## src/rtl/spi_arb.sv

```systemverilog
// rtl/spi_arb.sv - two-requester burst arbiter in front of a shared SPI byte engine
// Optional owner-stall timeout is enabled by defining SPI_ARB_TIMEOUT_EN.
module spi_arb #(
  parameter int CS_SETUP       = 2,
  parameter int CS_HOLD        = 2,
  parameter int TIMEOUT_CYCLES = 256
) (
  input  logic            clk_i,
  input  logic            rstn_i,
  input  logic [1:0]      req_valid_i,
  input  logic [1:0][7:0] req_data_i,
  input  logic [1:0]      req_last_i,
  output logic [1:0]      req_ready_o,
  output logic [1:0]      rsp_valid_o,
  output logic [7:0]      rsp_data_o,
  output logic            eng_start_o,
  output logic [7:0]      eng_txbyte_o,
  input  logic            eng_busy_i,
  input  logic            eng_done_i,
  input  logic [7:0]      eng_rxbyte_i,
  output logic [1:0]      spi_ss_o,
  output logic            err_o
);

  typedef enum logic [2:0] {IDLE, SETUP, ISSUE, WAIT, HOLD} state_t;

  state_t     state, state_nxt;
  logic       owner, owner_nxt;
  logic       last_grant;
  logic       last_flag;
  logic [3:0] phase_cnt;
  logic       accept;
  logic       timeout;

  // Round robin only matters on contention; a lone requester always wins.
  assign owner_nxt = (req_valid_i == 2'b11) ? ~last_grant : req_valid_i[1];
  assign accept    = (state == ISSUE) && req_valid_i[owner] && !eng_busy_i;

  always_comb begin
    state_nxt = state;
    case (state)
      IDLE:  if (|req_valid_i) state_nxt = SETUP;
      SETUP: if (phase_cnt == 4'(CS_SETUP - 1)) state_nxt = ISSUE;
      ISSUE: begin
        if (accept)       state_nxt = WAIT;
        else if (timeout) state_nxt = HOLD;
      end
      WAIT:  if (eng_done_i) state_nxt = last_flag ? HOLD : ISSUE;
      HOLD:  if (phase_cnt == 4'(CS_HOLD - 1)) state_nxt = IDLE;
      default: state_nxt = IDLE;
    endcase
  end

  always_comb begin
    req_ready_o        = 2'b00;
    req_ready_o[owner] = accept;
    eng_start_o        = accept;
    eng_txbyte_o       = accept ? req_data_i[owner] : 8'h00;
    spi_ss_o           = 2'b11;
    if (state != IDLE) spi_ss_o[owner] = 1'b0;
  end

  always_ff @(posedge clk_i) begin
    if (!rstn_i) begin
      state       <= IDLE;
      owner       <= 1'b0;
      last_grant  <= 1'b1;
      last_flag   <= 1'b0;
      phase_cnt   <= 4'd0;
      rsp_valid_o <= 2'b00;
      rsp_data_o  <= 8'h00;
    end else begin
      state <= state_nxt;
      if (state_nxt != state)
        phase_cnt <= 4'd0;
      else if (state == SETUP || state == HOLD)
        phase_cnt <= phase_cnt + 4'd1;
      if (state == IDLE && |req_valid_i) owner <= owner_nxt;
      if (accept) last_flag <= req_last_i[owner];
      if (state == HOLD && state_nxt == IDLE) last_grant <= owner;
      // Done pulses outside WAIT belong to no burst and are dropped.
      rsp_valid_o <= 2'b00;
      if (state == WAIT && eng_done_i) begin
        rsp_valid_o[owner] <= 1'b1;
        rsp_data_o         <= eng_rxbyte_i;
      end
    end
  end

`ifdef SPI_ARB_TIMEOUT_EN
  logic [15:0] stall_cnt;

  assign timeout = (state == ISSUE) && !req_valid_i[owner] &&
                   (stall_cnt == 16'(TIMEOUT_CYCLES - 1));

  always_ff @(posedge clk_i) begin
    if (!rstn_i) begin
      stall_cnt <= 16'd0;
      err_o     <= 1'b0;
    end else begin
      err_o <= timeout;
      if (state != ISSUE || accept)
        stall_cnt <= 16'd0;
      else if (!req_valid_i[owner])
        stall_cnt <= stall_cnt + 16'd1;
    end
  end
`else
  assign timeout = 1'b0;
  assign err_o   = 1'b0;
`endif

endmodule

```

## config.mk

```make
export PLATFORM = sky130hd
export DESIGN_NAME = spi_arb
export DESIGN_NICKNAME = d
export VERILOG_FILES = /design/src/rtl/spi_arb.sv
export SDC_FILE = /design/constraint.sdc
export NUM_CORES = 1
export LEC_CHECK = 0
export ABC_AREA = 1
export CAP_MARGIN = 0
export CORE_MARGIN = 2
export CORE_UTILIZATION = 38
export DETAILED_ROUTE_END_ITERATION = 7
export DONT_BUFFER_PORTS = 1
export GPL_TIMING_DRIVEN = 0
export PLACE_DENSITY_LB_ADDON = 0.15
export SLEW_MARGIN = 20
export SYNTH_ARGS = -nofsm -noshare
export SYNTH_HDL_FRONTEND = slang
export SYNTH_SLANG_ARGS = --single-unit
```

## constraint.sdc

```tcl
create_clock -name clk_i -period 1.7 [get_ports clk_i]
set_input_delay 0.17 -clock clk_i [delete_from_list [all_inputs] [get_ports clk_i]]
set_output_delay 0.17 -clock clk_i [all_outputs]
set_load 0.01 [all_outputs]
```

## After elaboration in Yosys (flattened, before gate mapping)

Index checks and enable logic that the tools add are counted.

- Register bits: 20
- Input port bits: 32
- Logic and storage cells: 53

- $add $sub $neg: 1
- Magnitude comparators: 2
- Equality and inequality tests: 7
- Mux-type cells: 18
- Bitwise gates (word level): 4
- Reduce and logical (&&, ||, !) cells: 14

Operators with widths:

| cell | count |
|---|---|
| $mux W8 | 3 |
| $mux W3 | 6 |
| $pmux W3 S5 | 1 |
| $eq A3 B2 Y1 const B | 2 |
| $logic_and A1 B1 Y1 | 6 |
| $logic_not A3 Y1 | 2 |
| $mux W1 | 6 |
| $add A4 B1 Y4 const B | 1 |
| $eq A4 B1 Y1 const B | 1 |
| $reduce_or A2 Y1 | 2 |
| $eq A3 B1 Y1 const B | 1 |
| $eq A3 B3 Y1 const B | 1 |
| $ne A3 B3 Y1 | 1 |
| $reduce_bool A3 Y1 | 1 |
| $and A2 B2 Y2 | 1 |
| $eq A2 B2 Y1 const B | 1 |
| $lt A1 B2 Y1 const B | 1 |
| $mux W2 | 1 |
| $not A1 Y1 | 2 |
| $not A2 Y2 | 1 |
| $reduce_and A2 Y1 | 1 |
| $demux W1 S1 | 1 |
| $ge A1 B1 Y1 const B | 1 |
| $logic_not A1 Y1 | 1 |
| $logic_or A1 B1 Y1 | 1 |

## Longest topological paths before layout

- Depth after elaboration: 8
- Mapped depth: 9

## Worst setup path before layout

Ideal clock, no wire load.

- Kind: flip-flop to output port
- From: register owner
- To: output eng_txbyte_o[0]
- Data arrival time: 1.183 ns
- Required time: 1.530 ns
- Slack: 0.347 ns
- Stages on the path, launching flop included: 9
- Path buffers: 1
- Cells stage by stage: dfxtp_1 -> buf_6 -> inv_2 -> nand2_1 -> nand3_1 -> nor2_4 -> nand2_1 -> inv_2 -> a22o_2

- Longest elaborated chain between the ends: 5
- Elaborated cells on any way between the ends: 7

Ends and longest elaborated chain:

| what | line | source |
|---|---|---|
| from (decl) | 28 | `logic owner, owner_nxt;` |
| from (signal assigned) | 78 | `if (state == IDLE && \|req_valid_i) owner <= owner_nxt;` |
| $mux W1 (not written as such) (2 in a row) | 37 | `assign accept = (state == ISSUE) && req_valid_i[owner] && !eng_busy_i;` |
| $logic_and A1 B1 Y1 (2 in a row) | 37 |  |
| via eng_start_o | 16 | `output logic eng_start_o,` |
| $mux W8 | 58 | `eng_txbyte_o = accept ? req_data_i[owner] : 8'h00;` |
| to (decl) | 17 | `output logic [7:0] eng_txbyte_o,` |

The timed path passes the listed nets, and every way through them passes these cells. The select of a mux whose other input is x is not followed.

## Worst setup path in the final report

- From: register state[2]
- To: output eng_txbyte_o[2]

- Longest elaborated chain between the ends: 4

Ends and longest elaborated chain:

| what | line | source |
|---|---|---|
| from (decl) | 27 | `state_t state, state_nxt;` |
| from (signal assigned) | 73 | `state <= state_nxt;` |
| $eq A3 B2 Y1 | 37 |  |
| $logic_and A1 B1 Y1 (2 in a row) | 37 |  |
| via eng_start_o | 16 |  |
| $mux W8 | 58 |  |

The timed path passes the listed nets, and every way through them passes these cells.

==> metrics.md <==
| Metric | Value |
|---|---|
| CP Class | flop to output pin |
| Post-synthesis compound-gate area fraction | around 18% |
| Post-synth EDFFs | 0 |
| DRT Pass-1 Iters | 4 |
| # DRC | 0 |
| Final Hold Viols | 0 |
| Failing checks | negative setup slack |
| Hold Path Stages | 2 |
| VDD IR max | 0.000507 V |
| CTS tree | built |
| Synth async-reset ratio | 0% |
| Sequential share of the synthesized area | a little under two fifths |
| TNS Setup | -0.575 ns |
| Synth area leader | dfxtp_1 |
| PwrDens | between 900 and 1000 nW/um^2 |
| Startpoint types | flop |
| Area Overhead vs Synth | 26.7% |
| DR vias | around 1.0k |
| Post-Syn Instances | between 150 and 200 |
| GRT Total Usage | ~17% |
| Layout cells sized above 1 | between 20% and 30% |
| Dpl cells | 182 |
| Die W | 57.3 um |
| DP HPWL | between 2000 and 2500 um |
| Worst min path class | input pin to flop |
| Nets | 198 |
| Setup Skew | between 0.005 and 0.006 ns |
| WL per Instance | ~14 um |
| Static Leak | ~0.57 nW |
| Synth area leaders | dfxtp_1, nand2_1, a22o_2 |
| Htree depth | 1 |
| Largest family of logic cells by synthesized area | simple AND/OR/NAND/NOR gates |
| Max_cap viols | 0 |
| Clock sink count | 20 |
| Primary FF master, synth | dfxtp_1 |
| Mux cell area share after synthesis | 0% |
| Longest Clk Path Bufs | 2 |
| Drt via density | around 5.4 |
| FMAX | 563 MHz |
| Synth warn | 0 |
| Initial cell density of the core | just under 40% |
| Avg Cell Area, Syn | around 7.2 um^2 |
| Fin crit share | 105% |
| Worst EP required | 1.53 ns |
| R2r worst-path depth | 8 |
| Flop2flop setup slack | between 0.3 and 0.4 ns |
| DR iter-0 viols | between 40 and 50 |
| Clock slew at reported path FFs | ~0.12 ns |
| CTS root buffer | clkbuf_4 |
| Arr. time, crit path | ~1.6 ns |
| WL final | about 2800 um |
| Setup slack after layout | -0.0772 ns |
| Ports | 56 |
| Core area | between 2000 and 3000 um^2 |
| First-pass GRT wire length | approximately 4300 um |
| Syn_nets | between 150 and 200 |
| Number of CTS-inserted buffers | 3 |
| Clock latency on the worst-skew pair | roughly 0.3 ns |
| Initial antenna violation count | 0 |
| Synthesized cell area | about 1100 um^2 |
| Antenna diodes | 0 |
| Top-area cell type share of the netlist area | 37.1% |
| Total power draw | between 1 and 1.5 mW |
| Synth unique cells | 26 |
| Post-synthesis adder-cell area fraction | 2.32% |
| CP Capture Type | output pin |
| RSZ-0062 raised after global routing | true |
| Pin count of the biggest net entering global routing | 13 |
| Die area | 3280 um^2 |
| Vias in the first global route | 978 |
| GPL Wtd Cong | roughly 0.85 |
| IO Port Bufs | 0 |
| Overflow after GRT | 0 |
| Die height | between 50 and 60 um |
| Post-layout minimum cycle time | around 1.8 ns |
| Setup Viol. Count Final | 8 |
| Routed Antenna Nets | 0 |
| Final hold slack | 0.0132 ns |
| Synth Register Bits | 20 |
| Post-synthesis xor/xnor area fraction | 2.43% |
| Status | complete, but fails checks |
| Pins over their slew limit | 0 |
| Post-route insts no fill | between 150 and 200 |
| Row cnt | 19 |
| Simple-Gate Fraction of Synth Area | a little under a third |
| Crit Path Max Fanout | 7 |
==> path summary, 6_finish.rpt <==
kind	start	to
setup / recovery	state[2]	eng_txbyte_o[2]
hold / removal	eng_rxbyte_i[6]	rsp_data_o[6]
setup reg to reg	state[1]	last_grant
hold reg to reg	last_grant	last_grant
==> layout make-up <==
type | count | area (um^2)
sequential | 20 | 405
timing repair inverter | 2 | 15.0
tap | 31 | 38.8
clock buffer | 3 | 22.5
timing repair buffer | 6 | 50.0
fill | 279 | 1370
inverter | 19 | 88.8
multi-input combinational | 107 | 679
buffer | 5 | 37.5
clock inverter | 1 | 30.0
==> sequential cells by signal (all words and copies together) (netlist names) <==
register and cells:
phase_cnt 4, state 3, rsp_data_o 8, rsp_valid_o 2, last_grant 1, last_flag 1
owner 1
==> worst max-delay path, cell delays in order, from the launching register on <==
cell	delay [ns]
dfxtp_4	0.39
inv_2	0.12
nand3_4	0.11
nor2_4	0.29
nand2_4	0.12
inv_6	0.11
a22o_4	0.16
==> Yosys cell counts (2+ instances only) <==
| master | n |
|---|---|
| a22o_2 | 8 |
| nor3_1 | 2 |
| a21oi_1 | 13 |
| inv_1 | 15 |
| inv_2 | 4 |
| o21ai_2 | 2 |
| ha_1 | 2 |
| nand3_1 | 15 |
| nand2_1 | 36 |
| nor2_1 | 12 |
| xor2_1 | 2 |
| buf_4 | 2 |
| o21ai_0 | 4 |
| dfxtp_1 | 20 |
| nand3_2 | 3 |
==> per-stage QoR <==
stage | setup WS (ns) | instance area [um^2] | utilization (%)
floorplan | 0.347 | 1080 | -
global placement | 0.168 | 1120 | 40.9
detailed placement | 0.103 | 1120 | 40.9
CTS | -0.106 | 1310 | 48.1
global route | -0.155 | 1370 | 50.0
finish | -0.0772 | 1370 | 50.0
==> cells in the final DEF (no fill, tap or decap) <==
cell type      Yosys  routed
nand2_1           36      32
dfxtp_1           20      18
inv_1             15      15
nand3_1           15      14
a21oi_1           13      13
nor2_1            12      12
a22o_4             0       8
buf_4              2       6
o21ai_0            4       4
nand2_4            0       3
clkbuf_4           0       3
nand3_4            0       2
nand2_2            1       2
inv_6              0       2
nand3_2            3       2
o21ai_2            2       2
xor2_1             2       2
nor3_1             2       2
ha_1               2       2
clkinvlp_4         0       2
dlygate4sd3_1      0       2
inv_2              4       1
buf_8              0       1
inv_8              0       1
nor2_4             1       1
nor2_2             1       1
clkbuf_1           1       1
buf_1              1       1
nand4_1            1       1
o21ai_1            1       1
xnor2_1            1       1
a31oi_1            1       1
conb_1             1       1
bufinv_16          0       1
dfxtp_2            0       1
dfxtp_4            0       1
==> kinds of logic after synthesis <==
family / Yosys count
buffers and inverters: 24
adder cells (fa/ha/maj): 2
flip-flops: 20
AO/OA/AOI/OAI: 29
AND/OR/NAND/NOR: 72
XOR/XNOR: 3
other: 1
==> routing by layer <==
layer	wire [um]	GRT usage, %	part of all wire (%)
met1	1070	18.5	38
met3	207	3.17	7.4
met5	0	0	0
met2	1450	32.3	52
met4	71	6.64	2.5
==> report_power, final <==
group	switching, mW	internal (mW)	total (mW)
logic	0.261	0.162	0.423
clock network	0.149	0.238	0.387
registers	0.0463	0.503	0.549
total	0.456	0.903	1.36
==> repair_timing <==
| item | in CTS | in global routing |
|---|---|---|
| setup buffers | 2 | 2 |
| cloned | 2 | 0 |
| gates resized for setup | 24 | 5 |
| hold buffers | 1 | 1 |
| hold endpoints to repair | 1 | 1 |
| endpoints found under the setup margin | 10 | 10 |
| pin swaps | 4 | 3 |
(Power assumes the default switching activity.)
